`config.mk`:
```
export PLATFORM = sky130hd
export DESIGN_NAME = hbridge_pwm_sequencer_flat
export DESIGN_NICKNAME = d
export VERILOG_FILES = /design/src/rtl/hbridge_pkg.sv /design/src/rtl/hbridge_pwm_sequencer_if.sv /design/src/rtl/fault_sync.sv /design/src/rtl/hbridge_pwm_sequencer.sv /design/src/flat_wrapper.sv
export SDC_FILE = /design/constraint.sdc
export NUM_CORES = 1
export LEC_CHECK = 0
export ABC_CLOCK_PERIOD_IN_PS = 5900
export CELL_PAD_IN_SITES_DETAIL_PLACEMENT = 0
export CELL_PAD_IN_SITES_GLOBAL_PLACEMENT = 1
export CORE_ASPECT_RATIO = 0.7
export CORE_MARGIN = 1.5
export CORE_UTILIZATION = 48
export CTS_CLUSTER_DIAMETER = 60
export CTS_CLUSTER_SIZE = 12
export DETAILED_ROUTE_END_ITERATION = 12
export GPL_TIMING_DRIVEN = 1
export PLACE_DENSITY_LB_ADDON = 0.25
export SKIP_CTS_REPAIR_TIMING = 1
export SYNTH_ARGS = -nofsm -noshare
export SYNTH_HDL_FRONTEND = slang
export SYNTH_SLANG_ARGS = --single-unit
```
`constraint.sdc`:
```
create_clock -name GCK1 -period 5.9 [get_ports GCK1]
set_input_delay 1.77 -clock GCK1 [delete_from_list [all_inputs] [get_ports GCK1]]
set_output_delay 1.77 -clock GCK1 [all_outputs]
set_load 0.1 [all_outputs]
```
`src/rtl/hbridge_pkg.sv`:
```
// hbridge_pkg: shared definitions for the H-bridge PWM sequencer.
//   state_t            : sequencer state encoding (also driven out on the state port)
//   DUTY_MID           : locked-antiphase zero-current duty
//   FLT_*              : bit positions inside fault_code
//   clamp_duty()       : limits a requested duty to [lo, hi]
package hbridge_pkg;

  typedef enum logic [1:0] {
    ST_IDLE  = 2'd0,
    ST_RUN   = 2'd1,
    ST_STOP  = 2'd2,
    ST_FAULT = 2'd3
  } state_t;

  localparam logic [7:0] DUTY_MID = 8'd128;

  localparam int FLT_OVERCURRENT     = 0;
  localparam int FLT_NEG_OVERCURRENT = 1;
  localparam int FLT_TEMPERATURE     = 2;
  localparam int FLT_HARDWARE        = 3;

  function automatic logic [7:0] clamp_duty(input logic [7:0] d,
                                            input logic [7:0] lo,
                                            input logic [7:0] hi);
    logic [7:0] r;
    r = d;
    if (d < lo) r = lo;
    if (d > hi) r = hi;
    return r;
  endfunction

endpackage

```
`src/rtl/hbridge_pwm_sequencer_if.sv`:
```
// hbridge_pwm_sequencer_if: command bus from the microcontroller side.
//   enable      : run request, level
//   cmd_valid   : one-clock strobe qualifying duty_target
//   duty_target : requested duty, 128 = zero mean current
//   fault_clear : level request to leave FAULT
// Handshake: cmd_valid is a strobe without a ready. The sequencer samples
// duty_target on every clock where cmd_valid is high and never stalls the
// master; strobes arriving while in FAULT are dropped.
// Modports: master drives the command, slave (the sequencer) receives it.
interface hbridge_pwm_sequencer_if;
  logic       enable;
  logic       cmd_valid;
  logic [7:0] duty_target;
  logic       fault_clear;

  modport master (output enable, output cmd_valid, output duty_target, output fault_clear);
  modport slave  (input  enable, input  cmd_valid, input  duty_target, input  fault_clear);
endinterface

```
`src/rtl/fault_sync.sv`:
```
// fault_sync: 4-bit two-flop synchronizer for the active-low fault inputs.
//   clk      : sampling clock
//   rst_n    : asynchronous active-low reset, outputs return to 4'b1111 (no fault)
//   async_in : raw asynchronous inputs (low = fault)
//   sync_out : synchronized copy, two clocks of latency
module fault_sync (
  input  logic       clk,
  input  logic       rst_n,
  input  logic [3:0] async_in,
  output logic [3:0] sync_out
);

  logic [3:0] stage1;

  always_ff @(posedge clk or negedge rst_n) begin
    if (!rst_n) begin
      stage1   <= 4'b1111;
      sync_out <= 4'b1111;
    end else begin
      stage1   <= async_in;
      sync_out <= stage1;
    end
  end

endmodule

```
`src/rtl/hbridge_pwm_sequencer.sv`:
```
// hbridge_pwm_sequencer: locked-antiphase PWM generator with duty ramping and
// fault latching for the dead-time H-bridge driver.
//   GCK1            : system clock, rising edge
//   GSR1            : asynchronous active-low reset
//   cmd             : command bus (enable, cmd_valid, duty_target, fault_clear)
//   no*/heatsink*   : asynchronous fault inputs, low = fault
//   Hbridge_pwm     : registered PWM, high while cnt < duty_cur
//   bridge_enable_n : GTS1, low = bridge driven
//   fault_code      : sticky fault bits (see FLT_* in hbridge_pkg)
//   state           : sequencer state (IDLE/RUN/STOP/FAULT)
//   at_target       : RUN and the ramp has reached the commanded duty
module hbridge_pwm_sequencer
  import hbridge_pkg::*;
#(
  parameter int PRESCALE     = 4,
  parameter int RAMP_PERIODS = 2,
  parameter int DUTY_MIN     = 8,
  parameter int DUTY_MAX     = 248
) (
  input  logic                          GCK1,
  input  logic                          GSR1,
  hbridge_pwm_sequencer_if.slave        cmd,
  input  logic                          noOvercurrent,
  input  logic                          noNegativeOvercurrent,
  input  logic                          heatsinkTempOk,
  input  logic                          noHardwareError,
  output logic                          Hbridge_pwm,
  output logic                          bridge_enable_n,
  output logic [3:0]                    fault_code,
  output logic [1:0]                    state,
  output logic                          at_target
);

  localparam int PW = (PRESCALE > 1) ? $clog2(PRESCALE) : 1;
  localparam int RW = (RAMP_PERIODS > 1) ? $clog2(RAMP_PERIODS) : 1;

  // ---------------------------------------------------------------- faults
  logic [3:0] ok_raw;
  logic [3:0] ok_sync;
  logic [3:0] fault_bits;
  logic       fault_any;

  always_comb begin
    ok_raw                      = 4'b1111;
    ok_raw[FLT_OVERCURRENT]     = noOvercurrent;
    ok_raw[FLT_NEG_OVERCURRENT] = noNegativeOvercurrent;
    ok_raw[FLT_TEMPERATURE]     = heatsinkTempOk;
    ok_raw[FLT_HARDWARE]        = noHardwareError;
  end

  fault_sync u_fault_sync (
    .clk      (GCK1),
    .rst_n    (GSR1),
    .async_in (ok_raw),
    .sync_out (ok_sync)
  );

  assign fault_bits = ~ok_sync;
  assign fault_any  = |fault_bits;

  // ------------------------------------------------------- PWM time base
  logic [PW-1:0] presc;
  logic [7:0]    cnt;
  logic          tick;
  logic          wrap;

  assign tick = (presc == PW'(PRESCALE - 1));
  assign wrap = tick && (cnt == 8'd255);

  // ------------------------------------------------------------------ FSM
  state_t state_q;
  state_t state_d;

  logic [7:0]    duty_cur;
  logic [7:0]    duty_tgt;
  logic [RW-1:0] ramp_cnt;

  always_comb begin
    state_d = state_q;
    if (fault_any) begin
      state_d = ST_FAULT;
    end else begin
      case (state_q)
        ST_IDLE:  if (wrap && cmd.enable) state_d = ST_RUN;
        ST_RUN:   if (!cmd.enable) state_d = ST_STOP;
        // Re-enabling during the ramp-down wins over reaching the midpoint.
        ST_STOP: begin
          if (cmd.enable)              state_d = ST_RUN;
          else if (duty_cur == DUTY_MID) state_d = ST_IDLE;
        end
        ST_FAULT: if (cmd.fault_clear) state_d = ST_IDLE;
        default:  state_d = ST_IDLE;
      endcase
    end
  end

  always_ff @(posedge GCK1 or negedge GSR1) begin
    if (!GSR1) state_q <= ST_IDLE;
    else       state_q <= state_d;
  end

  // ------------------------------------------------------------- datapath
  logic       fault_exit;
  logic       ramping;
  logic       ramp_step;
  logic [7:0] ramp_goal;

  assign fault_exit = (state_q == ST_FAULT) && cmd.fault_clear && !fault_any;
  assign ramping    = (state_q == ST_RUN) || (state_q == ST_STOP);
  assign ramp_goal  = (state_q == ST_RUN) ? duty_tgt : DUTY_MID;
  // The ramp phase restarts at zero on every entry into RUN from IDLE, so the
  // first step lands RAMP_PERIODS wraps after entry.
  assign ramp_step  = ramping && wrap && (ramp_cnt == RW'(RAMP_PERIODS - 1));

  always_ff @(posedge GCK1 or negedge GSR1) begin
    if (!GSR1) begin
      presc       <= '0;
      cnt         <= 8'd0;
      Hbridge_pwm <= 1'b0;
      duty_cur    <= DUTY_MID;
      duty_tgt    <= DUTY_MID;
      ramp_cnt    <= '0;
      fault_code  <= 4'd0;
    end else begin
      presc <= tick ? '0 : presc + 1'b1;
      if (tick) cnt <= cnt + 8'd1;

      Hbridge_pwm <= (cnt < duty_cur);

      if (fault_exit) begin
        fault_code <= 4'd0;
        duty_cur   <= DUTY_MID;
        duty_tgt   <= DUTY_MID;
        ramp_cnt   <= '0;
      end else begin
        // Accumulating in every state also catches a single-clock fault pulse
        // that is already gone by the time the FSM reaches FAULT.
        fault_code <= fault_code | fault_bits;

        if (cmd.cmd_valid && (state_q != ST_FAULT))
          duty_tgt <= clamp_duty(cmd.duty_target, 8'(DUTY_MIN), 8'(DUTY_MAX));

        if (!ramping)
          ramp_cnt <= '0;
        else if (wrap)
          ramp_cnt <= (ramp_cnt == RW'(RAMP_PERIODS - 1)) ? '0 : ramp_cnt + 1'b1;

        // Only on wrap, so a PWM period never mixes two duty values.
        if (ramp_step) begin
          if (duty_cur < ramp_goal)      duty_cur <= duty_cur + 8'd1;
          else if (duty_cur > ramp_goal) duty_cur <= duty_cur - 8'd1;
        end
      end
    end
  end

  // -------------------------------------------------------------- outputs
  assign state           = state_q;
  assign bridge_enable_n = !ramping;
  assign at_target       = (state_q == ST_RUN) && (duty_cur == duty_tgt);

endmodule

```
`src/flat_wrapper.sv`:
```
// flat-port wrapper written by rule: the top's interface ports become plain ports
module hbridge_pwm_sequencer_flat import hbridge_pkg::*;
#(
  parameter int PRESCALE     = 4,
  parameter int RAMP_PERIODS = 2,
  parameter int DUTY_MIN     = 8,
  parameter int DUTY_MAX     = 248
)
  (GCK1, GSR1, noOvercurrent, noNegativeOvercurrent, heatsinkTempOk, noHardwareError, Hbridge_pwm, bridge_enable_n, fault_code, state, at_target, cmd_enable, cmd_cmd_valid, cmd_duty_target, cmd_fault_clear);
  hbridge_pwm_sequencer_if cmd_i ();
  input  logic GCK1;
  input  logic GSR1;
  input  logic noOvercurrent;
  input  logic noNegativeOvercurrent;
  input  logic heatsinkTempOk;
  input  logic noHardwareError;
  output logic Hbridge_pwm;
  output logic bridge_enable_n;
  output logic [3:0] fault_code;
  output logic [1:0] state;
  output logic at_target;
  input wire logic [$bits(cmd_i.enable)-1:0] cmd_enable;
  input wire logic [$bits(cmd_i.cmd_valid)-1:0] cmd_cmd_valid;
  input wire logic [$bits(cmd_i.duty_target)-1:0] cmd_duty_target;
  input wire logic [$bits(cmd_i.fault_clear)-1:0] cmd_fault_clear;
  assign cmd_i.enable = cmd_enable;
  assign cmd_i.cmd_valid = cmd_cmd_valid;
  assign cmd_i.duty_target = cmd_duty_target;
  assign cmd_i.fault_clear = cmd_fault_clear;
  hbridge_pwm_sequencer #(.PRESCALE(PRESCALE), .RAMP_PERIODS(RAMP_PERIODS), .DUTY_MIN(DUTY_MIN), .DUTY_MAX(DUTY_MAX)) u_core (.GCK1(GCK1), .GSR1(GSR1), .cmd(cmd_i), .noOvercurrent(noOvercurrent), .noNegativeOvercurrent(noNegativeOvercurrent), .heatsinkTempOk(heatsinkTempOk), .noHardwareError(noHardwareError), .Hbridge_pwm(Hbridge_pwm), .bridge_enable_n(bridge_enable_n), .fault_code(fault_code), .state(state), .at_target(at_target));
endmodule
```
==> metrics.md, run 1 <==
| Metric | Value |
|---|---|
| Minimum clock period after layout | `4.33 ns` |
| Ys flop type | `dfrtp_1` |
| Synth Register Bits | `42` |
| Die Y | `63.6 um` |
| RSZ-0062 raised after global routing | `no` |
| Main combinational cell family by area after synthesis | `simple AND/OR/NAND/NOR gates` |
| CP Max Fanout | `6` |
| Avg WL per Cell | `between 10 and 15 um` |
| Slowest cell on crit path | `clkdlybuf4s50_1` |
| Core area | `4910 sq um` |
| Post-Synth XOR/XNOR Area | `0.0695` |
| Final hold vios | `0` |
| H-tree depth | `2` |
| Seq/Total Area, Yosys | `0.422` |
| Final setup violation count | `0` |
| Critical path class | `flip-flop to primary output` |
| Synth warn | `0` |
| Buffers on Ports | `25` |
| Filler cell count | `~460` |
| Top-count cell post-synth | `dfrtp_1` |
| Status | `finished, final reports clean` |
| Final wirelength | `4.94 mm` |
| Num CTS Buffers | `5` |
| ANT nets after route | `0` |
| Top Ports | `26` |
| HP Class | `flip-flop to flip-flop` |
| Placer Congestion | `slightly above 0.8` |
| EDFF count, synth | `0` |
| CP Launch Type | `flip-flop` |
| Leak pwr | `1.33 nW` |
| Drt drc | `0` |
| Fmax | `between 200 and 250 MHz` |
| Period utilization | `0.734` |
| N_diodes | `0` |
| CTS Sinks | `42` |
| CP arrival | `between 2 and 3 ns` |
| Crit path cell chain | `xnor2_1, nand4_1, nor4_1, and3_1, clkdlybuf4s50_1` |
| Worst vdd ir | `~0.00017 V` |
| Crit end category | `primary output` |
| CTS tree | `yes` |
| Post-synthesis mux area share | `0.0243` |
| Area leader, netlist | `dfrtp_1` |
| Initial antenna violation count | `0` |
| Clock buffer depth | `2` |
| Die Wd | `around 90 um` |
| Async set-reset flop share out of synthesis | `1.00` |
| Multi-input gate area | `1350 sq um` |
| Simple-Gate Fraction of Synth Area | `0.177` |
| Max incr delay on CP | `1.13 ns` |
| Most instantiated cells after synthesis | `dfrtp_1, ha_1, nand2_1` |
| Yosys cell types | `46` |
| Slew Viols, Final | `0` |
| Detailed Place HPWL | `between 3 and 4 mm` |
| Root buf cell | `clkbuf_8` |
| Cells after Synth | `250` |
| Via Count | `1847` |
| Vias in the first global route | `around 1800` |
| Die Area | `about 5700 sq um` |
| # rows | `21` |
| Synthesized cell area | `2520 sq um` |
| Fin Setup TNS | `0 ns` |
| Mapped Avg Cell Area | `10.1 sq um` |
| Syn nets | `296` |
| First-pass GRT wire length | `8.94 mm` |
| Reg clk slew, reported paths | `0.07 ns` |
| Vias per cell | `between 5 and 6` |
| Post-Synth Adder-Cell Area | `0.147` |
| Pre-Repair DR Iteration Count | `4` |
| GRT Total Usage | `0.203` |
| Share of layout cells above drive strength 1 | `0.0899` |
| Number of DRC markers in iteration 0 | `93` |
| Total power | `0.851 mW` |
| WP data required | `approximately 4.1 ns` |
| Reg area | `around 1100 sq um` |
| Max_cap viols | `0` |
| Fin Hold WS | `around 0.36 ns` |
| Top cells by area, synth | `dfrtp_1, ha_1, dfstp_2` |
| Power Density | `around 290 nW/um^2` |
| Worst rel slew slack | `0.354` |
| Final net count | `about 320` |
| Worst slew pin tran | `~0.97 ns` |
| Synthesis-to-finish area growth | `15.7%` |
| Congestion Overflow GR | `0` |
| Largest net degree at the start of global routing | `43` |
| Clock Skew | `about 0.0089 ns` |
| Worst skew pair latency | `0.29 ns` |
| Share of the synthesized area in the top cell type | `0.318` |
| Initial Utilization | `0.513` |
| Compound-Gate Fraction of Synth Area | `0.118` |
[metrics by stage]
step	util	instance area (sq um)	setup WS, ns	instances
after global placement	0.574	2820	1.92	339
after floorplan	-	2520	1.76	250
after CTS	0.593	2920	1.56	347
final	0.593	2920	1.57	347
after global routing	0.593	2920	1.46	347
after detailed placement	0.574	2820	1.90	339
[path summary, 6_finish.rpt]
| kind | startpoint | cells after the start | slack [ns] | to |
|---|---|---|---|---|
| max | u_core.duty_cur[4] | 5 | 1.57 | at_target |
| min | u_core.u_fault_sync.stage1[2] | 0 | 0.36 | u_core.u_fault_sync.sync_out[2] |
| max reg2reg | u_core.state[1] | 15 | 1.86 | u_core.duty_cur[7] |
| min reg2reg | u_core.u_fault_sync.stage1[2] | 0 | 0.36 | u_core.u_fault_sync.sync_out[2] |
| max in group asynchronous | GSR1 | 1 | 3.72 | u_core.fault_code[2] |
| min in group asynchronous | GSR1 | 1 | 1.60 | u_core.state[0] |
[cells by family after synthesis]
| family | Yosys count |
|---|---|
| adders and majority gates | 29 |
| and+or+nand+nor | 82 |
| xor gates and xnor gates | 20 |
| buffers and inverters | 25 |
| muxes | 6 |
| AOI/OAI and AO/OA | 46 |
| DFF | 42 |
[state kept, by name (all words and copies together), names as in the netlist]
register / cells
u_core.u_fault_sync.sync_out: 4
u_core.presc: 2
u_core.state: 2
u_core.Hbridge_pwm: 1
u_core.ramp_cnt: 1
u_core.cnt: 8
u_core.fault_code: 4
u_core.duty_tgt: 8
u_core.u_fault_sync.stage1: 4
u_core.duty_cur: 8
[final cells by class]
class,count,share of cell area
tap,69,0.0296
timing repair buffer,25,0.0841
sequential,42,0.365
multi-input combinational,183,0.463
inverter,20,0.0258
clock inverter,2,0.00429
clock buffer,6,0.0283
[critical path: cells and delay by family (launching register included)]
| family | cells | cell delay, ns |
|---|---|---|
| DFF | 1 | 0.47 |
| and+or+nand+nor | 3 | 0.50 |
| buffers and inverters | 1 | 1.13 |
| xor gates and xnor gates | 1 | 0.18 |
[placed cells by master, fill, tap and decap left out, drive strengths merged, types with 2 or more instances in the layout]
master         count
inv               20
o211ai             2
a31oi              3
ha                28
xor2               6
a32o               3
and3               3
nand4              5
nor3               3
dfrtp             32
a21o               4
nor2b              5
o21ai             11
xnor2             14
and4               2
mux2i              5
nand2             21
or2                2
or3                3
nor3b              2
nor4               3
a211oi             2
clkdlybuf4s50     24
nand2b             2
clkbuf             6
dfstp             10
a21oi             14
nor2              18
nand3              9
[power breakdown]
part / leakage (nW) / total [mW] / internal, mW / switching, mW
clock: 0.0472 / 0.190 / 0.0940 / 0.0959
sequential: 0.489 / 0.355 / 0.320 / 0.0356
combinational: 0.793 / 0.305 / 0.137 / 0.169
[routing by layer]
layer	part of all wire	global-route usage	vias up
li1	-	-	926
met1	0.55	0.331	885
met2	0.41	0.271	36
met3	0.039	0.0393	0
met4	0	0.0462	0
met5	0	0	-
(Power assumes the default switching activity.)
==> run 2: changes to the inputs <==
Settings changed: ABC_CLOCK_PERIOD_IN_PS 5900 to 3900, CORE_UTILIZATION 48 to 40.
Clock period 5.9 ns to 3.9 ns, I/O delays scaled along.
==> metrics.md, run 2 (synthesized netlist as in run 1, its figures left out) <==
| Metric | Value |
|---|---|
| Vias per cell | `approximately 5.1` |
| H-tree depth | `2` |
| First-pass GRT wire length | `9.05 mm` |
| Net load switching power | `~0.47 mW` |
| Final net count | `about 330` |
| Post-DP Area | `around 2900 sq um` |
| Slew Viols, Final | `0` |
| Crit end category | `flip-flop` |
| Hold path startpoint | `u_core.u_fault_sync.stage1[3]` |
| Core area | `slightly below 6000 sq um` |
| Final WS setup | `between 0.3 and 0.4 ns` |
| Drt drc | `0` |
| Most frequent cells in the layout | `dfrtp_1, ha_1, nand2_1` |
| Stages on worst setup path | `16` |
| Clock buffer depth | `2` |
| HP Class | `flip-flop to flip-flop` |
| Die Y | `between 60 and 70 um` |
| Sequential share of power | `0.400` |
| Initial Utilization | `0.427` |
| Slowest cell on crit path | `dfrtp_2` |
| Number of DRC markers in iteration 0 | `between 70 and 80` |
| Via Count | `between 1500 and 2000` |
| Die Wd | `~98 um` |
| Status | `finished, final reports clean` |
| Placed Instances | `350` |
| Worst skew pair latency | `about 0.3 ns` |
| Detailed Place HPWL | `approximately 4 mm` |
| Max_cap viols | `0` |
| Worst vdd ir | `around 0.00014 V` |
| Met2 GRT Util | `0.234` |
| GRT Total Usage | `0.169` |
| Buffers on Ports | `25` |
| Period utilization | `0.905` |
| WP data required | `4.08 ns` |
| CTS Sinks | `42` |
| Commonest non-fill, non-tap cell in the layout | `dfrtp_1` |
| Share of layout cells above drive strength 1 | `0.127` |
| Min-Delay Path Depth | `0` |
| Place WS | `roughly 0.12 ns` |
| R2r setup slk | `roughly 0.37 ns` |
| Largest net degree at the start of global routing | `43` |
| Final wirelength | `5.18 mm` |
| Util after Layout | `0.505` |
| GR Layer Usage met3 | `0.0363` |
| Cells on worst reg2reg path | `16` |
| Final setup violation count | `0` |
| Worst R2R End | `u_core.duty_cur[6]` |
| Fmax | `283 MHz` |
| Final instance area | `between 2000 and 3000 sq um` |
| CP arrival | `~3.7 ns` |
| RSZ-0062 raised after global routing | `no` |
| Switching Share | `0.351` |
| Largest regs | `u_core.cnt (8), u_core.duty_cur (8), u_core.duty_tgt (8)` |
| Final hold vios | `0` |
| Avg WL per Cell | `14.5 um` |
| Clock share of power | `0.240` |
| Top Ports | `26` |
| Pre-Repair DR Iteration Count | `4` |
| Worst Path Buf+Inv | `2` |
| Synthesis-to-finish area growth | `18.2%` |
| RR Startpoint | `u_core.state[1]` |
| Reg clk slew, reported paths | `~0.080 ns` |
| Die Area | `slightly below 7000 sq um` |
| Root buf cell | `clkbuf_8` |
| Clock Skew | `between 0.004 and 0.005 ns` |
| CP Max Fanout | `11` |
| Worst rel slew slack | `0.345` |
| # rows | `23` |
| Congestion Overflow GR | `0` |
| Placer Congestion | `~0.79` |
| Fin Setup TNS | `0 ns` |
| Worst slew pin tran | `roughly 0.98 ns` |
| CP Launch Type | `flip-flop` |
| Leak pwr | `about 1.4 nW` |
| N_diodes | `0` |
| Initial antenna violation count | `0` |
| Fin Hold WS | `0.358 ns` |
| GRT busiest layer | `met1` |
| Crit path cell chain | `inv_1, ha_4, nand2_1, ha_1, nor2b_1, o211ai_1, a21oi_1, or2_4, inv_1, fa_1, nor2b_1, o21ai_0, a21boi_0, o21ai_1, nor4b_2, or3_1` |
| Final std cells w/o fill | `~360` |
| Met1 GRT Util | `0.260` |
| Vias in the first global route | `1872` |
| Total power | `1.34 mW` |
| Critical path class | `flip-flop to flip-flop` |
| Power Density | `approximately 450 nW/um^2` |
| CP delay by family, top | `simple AND/OR/NAND/NOR gates` |
| Hold Crit Endpoint | `u_core.u_fault_sync.sync_out[3]` |
| Combinational cell fraction of total power | `0.361` |
| Minimum clock period after layout | `roughly 3.5 ns` |
| CTS tree | `yes` |
| ANT nets after route | `0` |
| Max incr delay on CP | `0.44 ns` |
| Num CTS Buffers | `5` |
| Internal | `a little under 0.9 mW` |
[run 2: cell types whose count changed in the layout (fill, tap and decap cells not counted), sizes merged]
cell | previous run | this run
buf | 1 | 10
clkdlybuf4s50 | 24 | 20
clkinv | 1 | 0
clkbuf | 6 | 7
[run 2: worst max-delay path by stage]
stage	to	from
2_1_floorplan	u_core.duty_cur[6]	u_core.state[1]
3_3_place_gp	u_core.duty_cur[6]	u_core.state[1]
3_5_place_dp	u_core.duty_cur[6]	u_core.state[1]
4_1_cts	u_core.duty_cur[6]	u_core.state[1]
5_1_grt	u_core.duty_cur[6]	u_core.state[1]
6_report	u_core.duty_cur[6]	u_core.state[1]
[run 2: cell type report]
| type | instances | area [sq um] |
|---|---|---|
| clock buffers | 7 | 97.6 |
| clock inverters | 1 | 7.51 |
| fillers | 539 | 2920 |
| inverters | 20 | 75.1 |
| multi-input cells | 183 | 1370 |
| flip-flops and latches | 42 | 1070 |
| well taps | 75 | 93.8 |
| repair buffers | 30 | 273 |
[run 2: worst register-to-register path: cells and delay by family, from the launching register on]
kind                       cells  cell delay, ns
buffers and inverters          2            0.21
DFF                            1            0.44
adders and majority gates      3            0.92
and+or+nand+nor                6            1.05
AOI/OAI and AO/OA              5            0.79
[run 2: per-layer routing]
metal | part of all wire | vias up
met5 | 0 | -
met4 | 0.013 | 0
met3 | 0.033 | 7
met2 | 0.41 | 31
met1 | 0.55 | 860
li1 | - | 936
[run 2: power by group through the flow]
| stage | clock (mW) | sequential, mW | combinational, mW |
|---|---|---|---|
| 3_5_place_dp | 0 | 0.543 | 0.475 |
| 5_1_grt | 0.349 | 0.541 | 0.550 |
| 6_report | 0.321 | 0.536 | 0.483 |
| 2_1_floorplan | 0 | 0.555 | 0.331 |
| 4_1_cts | 0.335 | 0.535 | 0.481 |
| 3_3_place_gp | 0 | 0.543 | 0.472 |
==> run 3: changes to the inputs <==
Settings changed: SYNTH_HIERARCHICAL from default to 1.
==> metrics.md, run 3 <==
| Metric | Value |
|---|---|
| CP Max Fanout | `8` |
| Met2 GRT Util | `0.223` |
| Final net count | `~330` |
| N_diodes | `0` |
| Die Area | `roughly 6600 sq um` |
| Cells on worst reg2reg path | `17` |
| GR Layer Usage met3 | `0.0428` |
| R2r setup slk | `between 0.4 and 0.5 ns` |
| Mapped Avg Cell Area | `~9.8 sq um` |
| Die Y | `around 69 um` |
| Final wirelength | `between 5 and 6 mm` |
| Fmax | `between 200 and 300 MHz` |
| Root buf cell | `clkbuf_8` |
| Status | `finished, final reports clean` |
| GRT Total Usage | `0.172` |
| Slew Viols, Final | `0` |
| Placer Congestion | `0.833` |
| Worst rel slew slack | `0.347` |
| Initial Utilization | `0.422` |
| Top Ports | `26` |
| Leak pwr | `1.33 nW` |
| Buffers on Ports | `25` |
| Num CTS Buffers | `5` |
| Worst slew pin tran | `slightly below 1 ns` |
| CP Launch Type | `flip-flop` |
| Util after Layout | `0.495` |
| Cells after Synth | `250` |
| CTS tree | `yes` |
| Clock buffer depth | `2` |
| EDFF count, synth | `0` |
| ANT nets after route | `0` |
| Final instance area | `~2900 sq um` |
| Share of the synthesized area in the top cell type | `0.327` |
| Crit. Startpoint | `u_core/state[1]` |
| GRT busiest layer | `met1` |
| Most instantiated cells after synthesis | `dfrtp_1, ha_1, inv_1` |
| Top cells by area, synth | `dfrtp_1, ha_1, dfstp_2` |
| Post-DP Area | `2790 sq um` |
| Number of DRC markers in iteration 0 | `between 70 and 80` |
| Largest regs | `u_core/cnt (8), u_core/duty_cur (8), u_core/duty_tgt (8)` |
| HP Class | `flip-flop to flip-flop` |
| Minimum clock period after layout | `approximately 3.4 ns` |
| Die Wd | `between 90 and 100 um` |
| Worst vdd ir | `between 0.00015 and 0.0002 V` |
| Period utilization | `0.884` |
| CP arrival | `approximately 3.7 ns` |
| WP data required | `approximately 4.1 ns` |
| Most frequent cells in the layout | `dfrtp_1, ha_1, inv_1` |
| Crit end category | `flip-flop` |
| Top-count cell post-synth | `dfrtp_1` |
| Avg WL per Cell | `around 14 um` |
| Met1 GRT Util | `0.281` |
| Drt drc | `0` |
| First-pass GRT wire length | `~8.4 mm` |
| Vias per cell | `roughly 5` |
| Synth warn | `6` |
| Detailed Place HPWL | `3.85 mm` |
| Initial antenna violation count | `0` |
| # rows | `23` |
| Worst R2R End | `u_core/duty_cur[7]` |
| Final hold vios | `0` |
| Area leader, netlist | `dfrtp_1` |
| Clock Skew | `0.00458 ns` |
| Pre-Repair DR Iteration Count | `4` |
| Synthesized cell area | `between 2000 and 2500 sq um` |
| RR Startpoint | `u_core/state[1]` |
| Power Density | `between 400 and 500 nW/um^2` |
| Yosys cell types | `38` |
| Seq/Total Area, Yosys | `0.434` |
| Async set-reset flop share out of synthesis | `1.00` |
| CP Capture Point | `u_core/duty_cur[7]` |
| Max_cap viols | `0` |
| Syn nets | `297` |
| Final std cells w/o fill | `between 300 and 400` |
| Synthesis-to-finish area growth | `17.4%` |
| RSZ-0062 raised after global routing | `no` |
| Core area | `just under 6000 sq um` |
| Congestion Overflow GR | `0` |
| Worst skew pair latency | `approximately 0.29 ns` |
| Ys flop type | `dfrtp_1` |
| Fin Setup TNS | `0 ns` |
| Commonest non-fill, non-tap cell in the layout | `dfrtp_1` |
| Placed Instances | `~350` |
| Final setup violation count | `0` |
| Via Count | `~1800` |
| Largest net degree at the start of global routing | `43` |
| CTS Sinks | `42` |
| Critical path class | `flip-flop to flip-flop` |
| Share of layout cells above drive strength 1 | `0.114` |
| Vias in the first global route | `about 1700` |
| Synth Register Bits | `between 40 and 50` |
| Fin Hold WS | `between 0.3 and 0.4 ns` |
| Reg clk slew, reported paths | `around 0.090 ns` |
| H-tree depth | `2` |
## run 3: cell types whose count changed after synthesis, moves of 3 or more
cell	before	now
a21oi_1	14	18
a21o_1	4	0
inv_1	20	27
nor2b_1	5	1
nor3_1	2	6
a31oi_1	3	0
## run 3: per-stage QoR
step / setup WS, ns / power (mW)
6_report: 0.454 / 1.25
5_1_grt: 0.0990 / 1.35
4_1_cts: 0.351 / 1.27
3_5_place_dp: 0.396 / 0.973
3_3_place_gp: 0.544 / 0.974
2_1_floorplan: 0.144 / 0.852
## run 3: worst min-delay path by stage
| stage | slack (ns) | cells after the start | endpoint | startpoint |
|---|---|---|---|---|
| after floorplan | 0.35 | 0 | u_core/u_fault_sync/sync_out[0] | u_core/u_fault_sync/stage1[0] |
| after global placement | 0.35 | 0 | u_core/u_fault_sync/sync_out[2] | u_core/u_fault_sync/stage1[2] |
| after detailed placement | 0.35 | 0 | u_core/u_fault_sync/sync_out[3] | u_core/u_fault_sync/stage1[3] |
| after CTS | 0.36 | 0 | u_core/u_fault_sync/sync_out[3] | u_core/u_fault_sync/stage1[3] |
| after global routing | 0.36 | 0 | u_core/u_fault_sync/sync_out[1] | u_core/u_fault_sync/stage1[1] |
| final | 0.36 | 0 | u_core/u_fault_sync/sync_out[3] | u_core/u_fault_sync/stage1[3] |
## run 3: logic make-up (layout without fill, tap and decap cells)
| family | Yosys count | count (layout) | synth area share |
|---|---|---|---|
| multiplexers | 6 | 6 | 0.0250 |
| buffers and inverters | 31 | 61 | 0.0490 |
| AO/OA/AOI/OAI | 44 | 44 | 0.112 |
| AND/OR/NAND/NOR | 76 | 76 | 0.149 |
| adder cells (fa/ha/maj) | 30 | 30 | 0.156 |
| XOR/XNOR | 21 | 21 | 0.0750 |
| flip-flops | 42 | 42 | 0.434 |
## run 3: area by class of cell
cell class | instances | area, sq um
clock inverters | 3 | 21.3
inverters | 27 | 101
multi-input cells | 177 | 1290
repair buffers | 26 | 243
flip-flops and latches | 42 | 1070
clock buffers | 5 | 68.8
fillers | 568 | 2930
well taps | 75 | 93.8
## run 3: layer usage
metal | vias up | part of all wire
li1 | 916 | -
met1 | 822 | 0.55
met2 | 38 | 0.38
met3 | 2 | 0.057
met4 | 0 | 0.0042
met5 | - | 0
## run 3: power breakdown
part / internal, mW / switching, mW
sequential: 0.477 / 0.0542
combinational: 0.199 / 0.236
clock: 0.126 / 0.159
total: 0.802 / 0.449
## run 3: critical path, cell delays in order, from the launching register on
cell and delay (ns):
dfrtp_2 0.44, inv_1 0.13, ha_2 0.27, inv_1 0.13, nor2_1 0.11, ha_1 0.24, a21oi_1 0.13, o21ai_0 0.13
a21oi_1 0.18, inv_1 0.15, ha_1 0.30, a21oi_1 0.16, nor2_1 0.08, a211oi_2 0.25, a21oi_1 0.11, xor2_1 0.16
or3_1 0.31, nand3_1 0.09
